File: src/rtl/transconv.sv
// -----------------------------------------------------------------------------
// transconv
// Streaming 3x3 stride-2 transposed convolution (2x upsampling) for the U-Net
// decoder path. One signed 8-bit input row is loaded with read cycles; the
// write cycles then produce the two output rows (2x wide) that this input row
// completes. The previous input row is kept in the other half of a ping-pong
// line buffer so that kernel-row-3 contributions land in the next block.
//
// Ports:
//   clk            clock, all state changes on the rising edge
//   rst            synchronous reset, active-low
//   in             signed 8-bit input pixel, taken in read cycles
//   w1..w9         signed 8-bit kernel, row-major (w1..w3 top row)
//   bias           signed 8-bit offset added to every output pixel
//   width          output row length W (even); input row length is W/2
//   flip           ping-pong select: 0 -> buffer A is newest, 1 -> buffer B
//   rw             1 = read (store input pixel), 0 = write (produce pixel)
//   hop            step enable; 0 holds all state
//   pixel          registered signed 20-bit output pixel
// -----------------------------------------------------------------------------
module transconv #(
    parameter int IMAGE_WIDTH  = 8,
    parameter int IMAGE_HEIGHT = 8
) (
    input  logic               clk,
    input  logic               rst,
    input  logic signed [7:0]  in,
    input  logic signed [7:0]  w1,
    input  logic signed [7:0]  w2,
    input  logic signed [7:0]  w3,
    input  logic signed [7:0]  w4,
    input  logic signed [7:0]  w5,
    input  logic signed [7:0]  w6,
    input  logic signed [7:0]  w7,
    input  logic signed [7:0]  w8,
    input  logic signed [7:0]  w9,
    input  logic signed [7:0]  bias,
    input  logic        [7:0]  width,
    input  logic               flip,
    input  logic               rw,
    input  logic               hop,
    output logic signed [19:0] pixel
);

    // A degenerate zero-height map still gets a one-entry buffer so that all
    // indexing below stays legal.
    localparam int DEPTH = (IMAGE_HEIGHT > 0 && IMAGE_WIDTH >= 2) ? IMAGE_WIDTH / 2 : 1;
    localparam int AW    = (DEPTH > 1) ? $clog2(DEPTH) : 1;
    localparam logic [7:0] DEPTH_8 = 8'(DEPTH);

    logic signed [7:0]  buf_a_r [DEPTH];
    logic signed [7:0]  buf_b_r [DEPTH];
    logic        [7:0]  rc_r;
    logic        [8:0]  wc_r;
    logic signed [19:0] pixel_r;

    logic        [7:0]  half_w_s;
    logic        [8:0]  two_w_s;
    logic               row_s;
    logic        [8:0]  col_s;
    logic        [7:0]  j_s;
    logic signed [7:0]  cur_j_s;
    logic signed [7:0]  cur_jm1_s;
    logic signed [7:0]  prev_j_s;
    logic signed [7:0]  prev_jm1_s;
    logic signed [19:0] sum_s;

    // Full-precision signed 8x8 product, sign-extended to the accumulator width.
    function automatic logic signed [19:0] mul_ext(input logic signed [7:0] a,
                                                   input logic signed [7:0] b);
        logic signed [15:0] p;
        p = a * b;
        return 20'(p);
    endfunction

    // Buffer read with out-of-range columns (width larger than the buffer)
    // reading as zero instead of aliasing.
    function automatic logic signed [7:0] pick(input logic              sel_b,
                                               input logic [7:0]        idx,
                                               input logic signed [7:0] a [DEPTH],
                                               input logic signed [7:0] b [DEPTH]);
        logic signed [7:0] v;
        if (idx < DEPTH_8) begin
            v = sel_b ? b[idx[AW-1:0]] : a[idx[AW-1:0]];
        end else begin
            v = 8'sd0;
        end
        return v;
    endfunction

    // Decode the write counter into block row, output column and input column.
    always_comb begin
        half_w_s = {1'b0, width[7:1]};
        two_w_s  = {width, 1'b0};
        row_s    = (wc_r >= {1'b0, width});
        if (row_s) begin
            col_s = wc_r - {1'b0, width};
        end else begin
            col_s = wc_r;
        end
        j_s = col_s[8:1];
    end

    // Fetch the newest-row and previous-row taps; column j-1 is zero at the left edge.
    always_comb begin
        cur_j_s  = pick(flip, j_s, buf_a_r, buf_b_r);
        prev_j_s = pick(~flip, j_s, buf_a_r, buf_b_r);
        if (j_s == 8'd0) begin
            cur_jm1_s  = 8'sd0;
            prev_jm1_s = 8'sd0;
        end else begin
            cur_jm1_s  = pick(flip, j_s - 8'd1, buf_a_r, buf_b_r);
            prev_jm1_s = pick(~flip, j_s - 8'd1, buf_a_r, buf_b_r);
        end
    end

    // Output pixel sum: the kernel phase is chosen by block row and column parity.
    always_comb begin
        sum_s = 20'(bias);
        case ({row_s, col_s[0]})
            2'b00: sum_s = 20'(bias) + mul_ext(w1, cur_j_s) + mul_ext(w3, cur_jm1_s)
                         + mul_ext(w7, prev_j_s) + mul_ext(w9, prev_jm1_s);
            2'b01: sum_s = 20'(bias) + mul_ext(w2, cur_j_s) + mul_ext(w8, prev_j_s);
            2'b10: sum_s = 20'(bias) + mul_ext(w4, cur_j_s) + mul_ext(w6, cur_jm1_s);
            2'b11: sum_s = 20'(bias) + mul_ext(w5, cur_j_s);
            default: sum_s = 20'sd0;
        endcase
    end

    // Line buffers, read/write counters and the output register.
    always_ff @(posedge clk) begin
        if (!rst) begin
            for (int i = 0; i < DEPTH; i++) begin
                buf_a_r[i] <= 8'sd0;
                buf_b_r[i] <= 8'sd0;
            end
            rc_r    <= 8'd0;
            wc_r    <= 9'd0;
            pixel_r <= 20'sd0;
        end else if (hop) begin
            if (rw) begin
                if (rc_r < DEPTH_8) begin
                    if (flip) begin
                        buf_b_r[rc_r[AW-1:0]] <= in;
                    end else begin
                        buf_a_r[rc_r[AW-1:0]] <= in;
                    end
                end
                if ((rc_r + 8'd1) >= half_w_s) begin
                    rc_r <= 8'd0;
                end else begin
                    rc_r <= rc_r + 8'd1;
                end
                wc_r <= 9'd0;
            end else begin
                pixel_r <= sum_s;
                if ((wc_r + 9'd1) >= two_w_s) begin
                    wc_r <= 9'd0;
                end else begin
                    wc_r <= wc_r + 9'd1;
                end
                rc_r <= 8'd0;
            end
        end else begin
            pixel_r <= pixel_r;
        end
    end

    assign pixel = pixel_r;

endmodule

File: config.mk
export PLATFORM = sky130hd
export DESIGN_NAME = transconv
export DESIGN_NICKNAME = d
export VERILOG_FILES = /design/src/rtl/transconv.sv
export SDC_FILE = /design/constraint.sdc
export NUM_CORES = 2
export LEC_CHECK = 0
export ABC_CLOCK_PERIOD_IN_PS = 41700
export BUFFER_PORTS_ARGS = -buffer_cell sky130_fd_sc_hd__clkbuf_2
export CAP_MARGIN = 0
export CORE_MARGIN = 5
export CORE_UTILIZATION = 60
export CTS_BUF_LIST = sky130_fd_sc_hd__clkbuf_4 sky130_fd_sc_hd__clkbuf_8
export CTS_CLUSTER_DIAMETER = 200
export DETAILED_ROUTE_END_ITERATION = 10
export GPL_TIMING_DRIVEN = 0
export PLACE_DENSITY = 0.82
export SLEW_MARGIN = 20
export SYNTH_ARGS = -nofsm -noshare
export SYNTH_HDL_FRONTEND = slang
export SYNTH_SLANG_ARGS = --single-unit
File: constraint.sdc
create_clock -name clk -period 41.7 [get_ports clk]
set_input_delay 8.34 -clock clk [delete_from_list [all_inputs] [get_ports clk]]
set_output_delay 8.34 -clock clk [all_outputs]
set_load 0.005 [all_outputs]
==> impl_metrics.ini <==
[timing]
setup_viol = 0
worst_pin_slew_ns = 1.17
hold_violations = 0
drv_slew = 0
tns_ns = 0
fin_crit_ns = 22.03
rsz0062_at_grt = false
relSlewSlack_pct = 19.6
skew_ns = 0.0147
final.period_utilization_pct = 52.8
setup_slack_ns = 19.67
fmax_mhz = 45.4

[floorplan]
initial_utilization_pct = 60.7
die_h_um = 244
ios = 121
dieArea_um2 = 59400
die_w_um = 244
rows = 85
core_area_um2 = 54000

[setup_path]
cp.arrival_ns = 22.35
critPathLaunchType = input pin
timing.rr.start = wc_r[0]
crit_type = input pin to flop
crit_start = width[1]
cp_data_required_time_ns = 42.02
ff2ff_path_depth = 39
cpPeakStageDelay_ns = 0.83
slowest_stage = mux2i_1
crit_path_frequent_cell = fa_1
worstPathMaxFanout = 10
endpoint_kind = flop

[routing]
drtPass1Iterations = 9
vias_per_cell = 5.80
vias = 25600
drt_wl_total_um = 94200
drc = 0
detail-route-antenna-nets = 0
drt_iter0_drc = 2252
wl_per_cell_um = 21.3

[final_layout]
seq_area_um2 = 2020
fin_area_um2 = 34500
area_growth_pct = 5.20
fin_nets = 4831
fillers = 4404
drive_gt1_share_pct = 6.09
multi_input_area_um2 = 27100

[pwr]
p_comb_share_pct = 74.5
ir_worst_vdd_mv = 0.0242
power_density_nw_per_um2 = 19.4
clock_power_share_pct = 10.0
p_seq_share_pct = 15.5
power.switching_w = 0.000357
power.internal_w = 0.000311
swShare_pct = 53.4
leakagePower_nw = 16.7

[clock_tree]
cts_max_path_buffers = 2
path_clk_slew_ns = 0.10
insertion_delay_ns = 0.39
htreeDepth = 3
cts.sinks = 101
ctsResizeCount = 0
clock_tree.root_cell = clkbuf_8
cts_tree = done
post_cts_buffers = 0
hold_buffers = 0
cts_buffers = 9

[synth]
synth_edf_count = 0
seq_area_frac_synth_pct = 6.17
syn_inst = 3585
synth-seq-cells = 101
synth_nets = 4707
synth_cell_types = 71
synth_area_leader_cell = fa_1
synth.avg_cell_area_um2 = 9.15
synthTopCellsByArea = fa_1 (44%), ha_1 (11%), inv_1 (9.6%), dfxtp_1 (6.2%), nor2_1 (4.5%)
synth-async-reset-ratio_pct = 0
syn-cell-area_um2 = 32800
synth_flop_cell = dfxtp_1
yosysTopAreaCellShare_pct = 44.3
yosysWarnings = 0

[placed_design]
hpwlAfterDp_um = 81800
place.gp.congestion = 0.989
dpl-instance-area_um2 = 34300
port_buffers = 111
pre_cts_ws_ns = 19.46

[global_routing]
antenna_found_initial = 5
grt_max_degree = 19
grt_pass1_vias = 26800
grt_pass1_wl_um = 148000
grt_use_total_pct = 32.1
grt-ovfl-total = 0

[worst_hold_path]
hold_depth = 2
hold_path_class = flop to flop
hp-start = pixel[5]

[outcome]
status = finished, final reports clean

[flow_run]
cap_violations = 0
-- sequential cells by signal, indices dropped and copies added, names as in the netlist --
name     cells
buf_a_r     32
buf_b_r     32
pixel       20
wc_r         9
rc_r         8
-- kinds of logic after synthesis --
kind of cell	after synthesis	synth area share, %
DFF	101	6.17
AOI/OAI and AO/OA	265	5.49
and+or+nand+nor	1017	14.3
adders and majority gates	1021	55.6
xor gates and xnor gates	89	2.38
buffers and inverters	962	11.2
muxes	130	4.92
-- worst max-delay path: cells and delay by family --
| kind | cells | cell delay [ns] |
|---|---|---|
| compound gates | 10 | 2.97 |
| buf+inv | 11 | 2.81 |
| simple gates | 3 | 0.45 |
| mux | 3 | 2.26 |
| xor+xnor | 1 | 0.46 |
| fa+ha+maj | 11 | 5.01 |
-- cell usage in the layout, fill, tap and decap left out, drive strengths merged, types with 7 or more instances in the layout --
cell type  count
a211oi        23
xnor2         60
a31oi          9
clkbuf       207
o21ai         47
nor2b         67
o31ai          7
inv          845
nand2        196
mux4          20
buf           34
ha           296
mux2i         82
and3           8
a21oi         55
dfxtp        101
nor3          27
and2          28
xor2          29
nand2b        38
a21boi        38
mux2          28
nand3        153
a21o          19
fa           725
o211ai        17
or2           85
nor2         395
-- per-stage QoR --
| step | hold slack [ns] | util [%] | total power [W] | std cells |
|---|---|---|---|---|
| 3_3_place_gp | 0.452 | 63.3 | 0.000578 | 4392 |
| 2_1_floorplan | 0.449 | - | 0.000423 | 3585 |
| 3_5_place_dp | 0.458 | 63.4 | 0.000589 | 4394 |
| 5_1_grt | 0.493 | 63.8 | 0.000719 | 4411 |
| 6_report | 0.470 | 63.9 | 0.000668 | 4412 |
| 4_1_cts | 0.472 | 63.8 | 0.000656 | 4410 |
-- final timing paths --
kind / endpoint / slack [ns]
worst min register to register: pixel[5] / 0.47
worst min-delay path: pixel[5] / 0.47
worst max register to register: pixel[19] / 27.14
worst max-delay path: pixel[19] / 19.67
-- cells in the mapped netlist, drive strengths merged (29+ instances only) --
cell type,count
fa,725
nand3,153
dfxtp,101
nor2b,67
mux2i,82
a21oi,55
xor2,29
inv,841
a21boi,38
o21ai,47
or2,85
nor2,395
nand2b,38
nand2,196
ha,296
clkbuf,87
xnor2,60
buf,32
-- layer usage --
metal,global-route usage (%),wire length (µm),share of wire (%),up-vias
met4,14.7,5890,6.3,2
met5,0,12,0.013,-
met3,8.40,10000,11,302
met1,41.8,35800,38,12800
met2,50.8,42400,45,1344
li1,-,-,-,11200
-- power by group through the flow --
| stage | Sequential (W) | Clock (W) | Combinational (W) |
|---|---|---|---|
| 3_3_place_gp | 0.000106 | 0 | 0.000473 |
| 2_1_floorplan | 0.000105 | 0 | 0.000318 |
| 5_1_grt | 0.000104 | 0.0000715 | 0.000543 |
| 6_report | 0.000104 | 0.0000667 | 0.000498 |
| 4_1_cts | 0.000104 | 0.0000669 | 0.000486 |
| 3_5_place_dp | 0.000106 | 0 | 0.000483 |
-- final cells by class --
type | count | share of cell area [%]
Antenna cell | 2 | 0.0145
Buffer | 119 | 1.50
Clock buffer | 9 | 0.359
Clock inverter | 7 | 0.225
Inverter | 843 | 9.17
Multi-Input combinational cell | 2522 | 78.7
Sequential cell | 101 | 5.86
Tap cell | 696 | 2.52
Timing Repair Buffer | 113 | 1.68
No activity file was read; power rests on OpenSTA's default activity.
